**src/rtl/intersection_scheduler.sv**
```systemverilog
// Two-phase (NS/EW) intersection sequencer with all-red clearance, loadable
// green times and pedestrian-driven early termination of the conflicting green.
`default_nettype none

module intersection_scheduler #(
    parameter int TIME_W     = 5,
    parameter int CLEAR_TIME = 2,
    parameter int MIN_GREEN  = 3,
    parameter int DEF_GREEN  = 10
) (
    input  logic       clk,
    input  logic       rst,
    input  logic       tick,
    input  logic       is_running,
    input  logic       inst_send,
    input  logic       phase_sel,
    input  logic [3:0] input_time,
    input  logic [1:0] ped_req,
    output logic [3:0] light_green,
    output logic [2:0] phase_state,
    output logic [1:0] ped_ack
);

    typedef enum logic [2:0] {
        IDLE     = 3'd0,
        NS_GREEN = 3'd1,
        NS_CLEAR = 3'd2,
        EW_GREEN = 3'd3,
        EW_CLEAR = 3'd4
    } state_t;

    state_t              state_q, state_d;
    logic [TIME_W-1:0]   cnt_q, cnt_d;
    logic [TIME_W-1:0]   ns_time_q, ns_time_d;
    logic [TIME_W-1:0]   ew_time_q, ew_time_d;
    logic [1:0]          pend_q, pend_d;
    logic [1:0]          ack_q, ack_d;
    logic [3:0]          light_q, light_d;

    logic [TIME_W:0]     cnt_inc;
    logic [TIME_W-1:0]   dur;
    logic [TIME_W-1:0]   load_val;
    logic                min_met;
    logic                done;

    // Extra bit on the increment keeps the >= compare safe when a time shrinks.
    assign cnt_inc  = {1'b0, cnt_q} + 1'b1;
    assign load_val = (input_time == 4'd0) ? TIME_W'(1) : TIME_W'(input_time);
    assign min_met  = (cnt_inc >= (TIME_W+1)'(MIN_GREEN));

    always_comb begin
        case (state_q)
            NS_GREEN: dur = ns_time_q;
            EW_GREEN: dur = ew_time_q;
            default:  dur = TIME_W'(CLEAR_TIME);
        endcase
    end

    assign done = (cnt_inc >= {1'b0, dur});

    always_comb begin
        state_d   = state_q;
        cnt_d     = cnt_q;
        ns_time_d = ns_time_q;
        ew_time_d = ew_time_q;
        pend_d    = pend_q;
        ack_d     = 2'b00;
        light_d   = 4'b0000;

        if (inst_send) begin
            if (phase_sel) ew_time_d = load_val;
            else           ns_time_d = load_val;
        end

        if (!is_running) begin
            state_d = IDLE;
            cnt_d   = '0;
        end else if (tick) begin
            case (state_q)
                IDLE: begin
                    state_d = NS_GREEN;
                    cnt_d   = '0;
                end
                NS_GREEN: begin
                    if (done || (pend_q[1] && min_met)) begin
                        state_d = NS_CLEAR;
                        cnt_d   = '0;
                    end else begin
                        cnt_d = cnt_inc[TIME_W-1:0];
                    end
                end
                EW_GREEN: begin
                    if (done || (pend_q[0] && min_met)) begin
                        state_d = EW_CLEAR;
                        cnt_d   = '0;
                    end else begin
                        cnt_d = cnt_inc[TIME_W-1:0];
                    end
                end
                NS_CLEAR, EW_CLEAR: begin
                    if (done) begin
                        state_d = (state_q == NS_CLEAR) ? EW_GREEN : NS_GREEN;
                        cnt_d   = '0;
                    end else begin
                        cnt_d = cnt_inc[TIME_W-1:0];
                    end
                end
                default: begin
                    state_d = IDLE;
                    cnt_d   = '0;
                end
            endcase
        end

        // A request for the phase already green is served on the spot.
        if (state_d == NS_GREEN && state_q != NS_GREEN) begin
            pend_d[0] = 1'b0;
            ack_d[0]  = 1'b1;
        end else if (ped_req[0]) begin
            if (state_q == NS_GREEN) ack_d[0]  = 1'b1;
            else                     pend_d[0] = 1'b1;
        end

        if (state_d == EW_GREEN && state_q != EW_GREEN) begin
            pend_d[1] = 1'b0;
            ack_d[1]  = 1'b1;
        end else if (ped_req[1]) begin
            if (state_q == EW_GREEN) ack_d[1]  = 1'b1;
            else                     pend_d[1] = 1'b1;
        end

        case (state_d)
            NS_GREEN: light_d = 4'b0101;
            EW_GREEN: light_d = 4'b1010;
            default:  light_d = 4'b0000;
        endcase
    end

    always_ff @(posedge clk) begin
        if (rst) begin
            state_q   <= IDLE;
            cnt_q     <= '0;
            ns_time_q <= TIME_W'(DEF_GREEN);
            ew_time_q <= TIME_W'(DEF_GREEN);
            pend_q    <= 2'b00;
            ack_q     <= 2'b00;
            light_q   <= 4'b0000;
        end else begin
            state_q   <= state_d;
            cnt_q     <= cnt_d;
            ns_time_q <= ns_time_d;
            ew_time_q <= ew_time_d;
            pend_q    <= pend_d;
            ack_q     <= ack_d;
            light_q   <= light_d;
        end
    end

    assign light_green = light_q;
    assign phase_state = state_q;
    assign ped_ack     = ack_q;

endmodule

`default_nettype wire

```
**config.mk**
```make
export PLATFORM = sky130hd
export DESIGN_NAME = intersection_scheduler
export DESIGN_NICKNAME = d
export VERILOG_FILES = /design/src/rtl/intersection_scheduler.sv
export SDC_FILE = /design/constraint.sdc
export NUM_CORES = 1
export LEC_CHECK = 0
export ABC_CLOCK_PERIOD_IN_PS = 4500
export BUFFER_PORTS_ARGS = -buffer_cell sky130_fd_sc_hd__buf_2
export CORE_UTILIZATION = 40
export CTS_CLUSTER_DIAMETER = 100
export DETAILED_ROUTE_END_ITERATION = 8
export PLACE_DENSITY = 0.61
export SLEW_MARGIN = 20
export SYNTH_ARGS = -nofsm -noshare
export SYNTH_HDL_FRONTEND = slang
export SYNTH_SLANG_ARGS = --single-unit
```
**constraint.sdc**
```tcl
create_clock -name clk -period 4.5 [get_ports clk]
set_input_delay 0.45 -clock clk [delete_from_list [all_inputs] [get_ports clk]]
set_output_delay 0.45 -clock clk [all_outputs]
set_load 0.02 [all_outputs]
```
# == Yosys cells after proc, flatten, opt, wreduce, memory -nomap -nowiden ==
# Cells that the tools add are included.
# word_totals
elab_cells,59
ramBits,0
in_bits,12
regBits,26
mem_count,0
latchBits,0
output_inout_bits,9
mem_bits_ro,0
# classes
n_shift,0
n_eq_ne,8
n_div,0
n_reduce_logical,16
n_bitwise,4
multipliers,0
muxes,20
n_lt_le_gt_ge,2
n_addsub,1
# op_table
op,n
$mux W3,5
$mux W5,3
$pmux W5 S3,1
$pmux W3 S4,1
$pmux W5 S2,1
$eq A3 B2 Y1 const B,3
$pmux W4 S2,1
$reduce_and A2 Y1,4
$reduce_or A2 Y1,4
$add A5 B1 Y6 const B,1
$eq A3 B1 Y1 const B,2
$ge A6 B2 Y1 const B,1
$ge A6 B5 Y1,1
$mux W1,6
$logic_and A1 B1 Y1,4
$logic_not A4 Y1,1
$mux W4,1
$not A1 Y1,4
$eq A3 B3 Y1 const B,1
$logic_not A3 Y1,1
$ne A3 B1 Y1 const B,1
$ne A3 B2 Y1 const B,1
$logic_or A1 B1 Y1,2
$mux W2,1

# == Longest topological paths before layout ==
# logic_depth
depth_word,11
mapped_depth,12
ltp_nobuf,10

# == Worst setup path after synthesis ==
# Ideal clock, no wire load.
# synth_timing
path_type,register -> register
startpoint,register state_q[0] (netlist: phase_state[0])
endpoint,register pend_q[1]
t_arrival_ns,2.955
setup_ns,0.120
path_buffers,2
setup_slack_ns,1.425
path_stages_with_launch,13
required_time_ns,4.380
period_less_slack_ns,3.075
cell_sequence,dfxtp_1 -> buf_2 -> nor2b_1 -> and2_1 -> clkbuf_1 -> a22o_1 -> ha_1 -> nand2b_1 -> a211oi_2 -> o2111ai_1 -> o221ai_2 -> o211ai_2 -> o31a_1
# synth_between
elab_chain_len,11
word_cells_on_any_way,23
cone_classes,order compare (1); eq/ne (6); mux (8); bitwise (1); reduce/logical (7)
# synth_rtl
item,line_no,rtl
start: declaration,32,"state_t state_q, state_d;"
start signal: assignment,149,state_q <= state_d;
$eq A3 B2 Y1 / $eq A3 B1 Y1 (equally long branches),"52, 79, 128",
$pmux W5 S2,52,case (state_q)
$ge A6 B5 Y1,59,"assign done = (cnt_inc >= {1'b0, dur});"
"$logic_or A1 B1 Y1, on equally long branches","93, 85",
"$mux W3, on equally long branches","93, 85",
$pmux W3 S4,79,case (state_q)
$mux W3,78,end else if (tick) begin
$mux W3,75,if (!is_running) begin
$eq A3 B2 Y1,124,if (state_d == EW_GREEN && state_q != EW_GREEN) begin
$logic_and A1 B1 Y1,124,
$reduce_or A2 Y1 (no source line),--,
end signal: assignment,153,pend_q <= pend_d;
end: declaration,36,"logic [1:0] pend_q, pend_d;"
# Several ways; a longest one is shown, not always the timed one.
# A chain may end at the register's enable or synchronous reset.

# == Worst setup path in the final report ==
# Same ends and word-level chain as after synthesis.

==> results.toml <==
[synthesis]
netlist_instances = 158
yosysMostFrequentCell = "dfxtp_1"
yosys-top-cells-area = "dfxtp_1 32%, ha_1 5.4%, nor2_1 5.4%"
ys_warn_count = 0
yosysTopAreaCell = "dfxtp_1"
synthSimpleGateAreaFrac = 0.213
synthAdderAreaFrac = 0.0544
muxShareOfSynthArea = 0.0145
synth-xor-area-share = 0.0127
syn_nets = 176
synth_compound_area_frac = 0.325
syn_area_per_cell_sq_um = 8.73
synth_seq_area_share = 0.319
synth_top_family_by_area = "compound AO/OA/AOI/OAI gates"
ys_types = 55
synthFlopType = "dfxtp_1"
synth-seq-cells = 22
synth_edf_count = 0
async_reset_ff_frac = 0
synth_commonest_cells = "22 x dfxtp_1, 20 x nor2_1, 9 x nand2_1, 7 x a21oi_1"
yosys.area.top_type_share = 0.319
syn-cell-area_sq_mm = 0.00138

[setup_path]
cp.required_ns = 4.73
r2r_end = "pend_q[1]$_SDFFE_PP0P_"
end_kind = "register"
reg2reg_depth = 10
regToRegSetupSlack_ns = 1.22
cp_max_fo = 10
crit_arrival_ns = 3.51
r2r_start = "phase_state[0]$_SDFF_PP0_"
crit_type = "reg2reg"
worst_setup_path_start_kind = "register"

[global_routing]
grt_usage = 0.191
grt_pass1_wl_microns = 5200
overflow = 0
grt_pass1_vias = 1117
grt_max_degree = 16
antenna_found_initial = 0

[cts]
cts_root_buf = "clkbuf_4"
clock-sinks = 22
cts_tree = "yes"
post_cts_resized = 0
ctsHoldBuffers = 0
clk_path_buf_depth = 2
clk_latency_ns = 0.32
clkSlewWorstSetupHoldPaths_ns = 0.13
post_cts_buffers = 0
numCtsBuffers = 3
h-tree-depth = 1

[die]
io_pins = 21
rows = 20
die_w_microns = 60.7
core_area_sq_mm = 0.00315
die-area_sq_mm = 0.00369
die_h_microns = 60.7
initial_core_util = 0.438

[routing]
met3_length_microns = 104
via_count = 1206
drt_wl_total_microns = 3000
firstDrtPassIters = 4
wl_met1_microns = 1450
route.top_layer_used = "met4"
routed-wl-met2_microns = 1390
drt.antenna.violating_nets = 0
via_per_inst = 5.64
drt_iter0_drc = 66
drc = 0
wl_per_cell_microns = 14.0

[pwr]
ir_worst_vdd_mv = 0.0990
p_per_area_mw_per_mm2 = 268
finalPower_uw = 408
p_leak_uw = 0.000637

[cells_and_area]
area_growth_pct = 10.2
drive_gt1_frac = 0.194
nets = 189
stdcell_area_sq_mm = 0.00152
antenna_cells = 0
utilization = 0.483

[timing]
relSlewSlack = 0.488
worst_clock_skew_ns = 0.00329
fmax_mhz = 305
worstMarginPinSlew_ns = 0.759
timing.final.crit_share = 0.729
slew_violations = 0
tns_ns = 0
hold_slack_ns = 0.353
setup_viol = 0
finalCriticalPeriod_ns = 3.28
rsz0062_at_grt = "false"
finalHoldViolations = 0

[worst_hold_path]
min_to = "ns_time_q[3]$_SDFFE_PP1P_"
hp-start = "input_time[3]"
hp-class = "in2reg"
holdPathStages = 2

[place]
placed_area_sq_mm = 0.00147
dp_hpwl_microns = 2280
gp_congestion = 0.870
place.port_buffers = 20

[outcome]
status = "finished clean"

[job]
drv_cap = 0
-- power by group --
| part | internal [uW] | switching [uW] |
|---|---|---|
| logic | 18.1 | 25.7 |
| clock network | 90.1 | 66.6 |
| registers | 202 | 4.99 |
-- layout make-up --
type / count / area [sq um]
inverter: 5 / 18.8
multi-input combinational: 119 / 855
timing repair buffer: 20 / 100
fill: 328 / 1630
clock buffer: 3 / 22.5
tap: 44 / 55.1
sequential: 22 / 440
clock inverter: 1 / 30.0
-- critical path, cell delays in order (launching register included) --
cell	delay (ns)
dfxtp_1	0.52
nor2b_1	0.30
and2_1	0.32
a22o_1	0.18
ha_1	0.21
nand2b_1	0.15
a211oi_2	0.48
o2111ai_1	0.27
o221ai_2	0.29
o211ai_2	0.16
o31a_1	0.30
-- per-stage QoR --
step | instances | setup slack, ns
after global routing | 214 | 0.882
after CTS | 214 | 1.26
after global placement | 210 | 1.43
after floorplan | 158 | 1.43
final | 214 | 1.22
after detailed placement | 210 | 1.30
-- kinds of logic (layout without fill, tap and decap cells) --
group                      count (synthesis)  count (layout)
DFF                                       22              22
muxes                                      2               2
buffers and inverters                     17              29
AOI/OAI and AO/OA                         51              51
and+or+nand+nor                           58              58
xor gates and xnor gates                   2               2
adders and majority gates                  6               6
-- how the worst max path moves through the flow --
stage | slack, ns | depth (start not counted) | end | start
final | 1.22 | 10 | pend_q[1]$_SDFFE_PP0P_ | phase_state[0]$_SDFF_PP0_
after floorplan | 1.43 | 12 | pend_q[1]$_SDFFE_PP0P_ | phase_state[0]$_SDFF_PP0_
after global placement | 1.43 | 10 | pend_q[1]$_SDFFE_PP0P_ | phase_state[0]$_SDFF_PP0_
after detailed placement | 1.30 | 10 | pend_q[1]$_SDFFE_PP0P_ | phase_state[0]$_SDFF_PP0_
after global routing | 0.88 | 9 | ped_ack[0]$_SDFF_PP0_ | phase_state[0]$_SDFF_PP0_
after CTS | 1.26 | 10 | ped_ack[0]$_SDFF_PP0_ | phase_state[0]$_SDFF_PP0_
-- metal layers --
metal  track usage  vias up
li1              -      603
met1         0.251      566
met2         0.311       30
met3        0.0299        7
met4        0.0812        0
met5             0        -
-- registers in the layout (all words and copies together) (netlist names) --
signal and flops:
ew_time_q 4, ns_time_q 4, pend_q 2, phase_state 3, cnt_q 5, light_green 2
ped_ack 2
-- placed cells by master (no fill, tap or decap), types with 4 or more instances in the layout --
cell	netlist	final
dfxtp_1	22	22
inv_1	5	5
nor2_1	20	20
nand2_1	9	9
nand2b_1	5	5
ha_1	6	6
a211o_1	4	4
buf_2	2	20
nor2b_1	6	6
a21oi_1	7	7
Power figures use the tool's default switching activity.
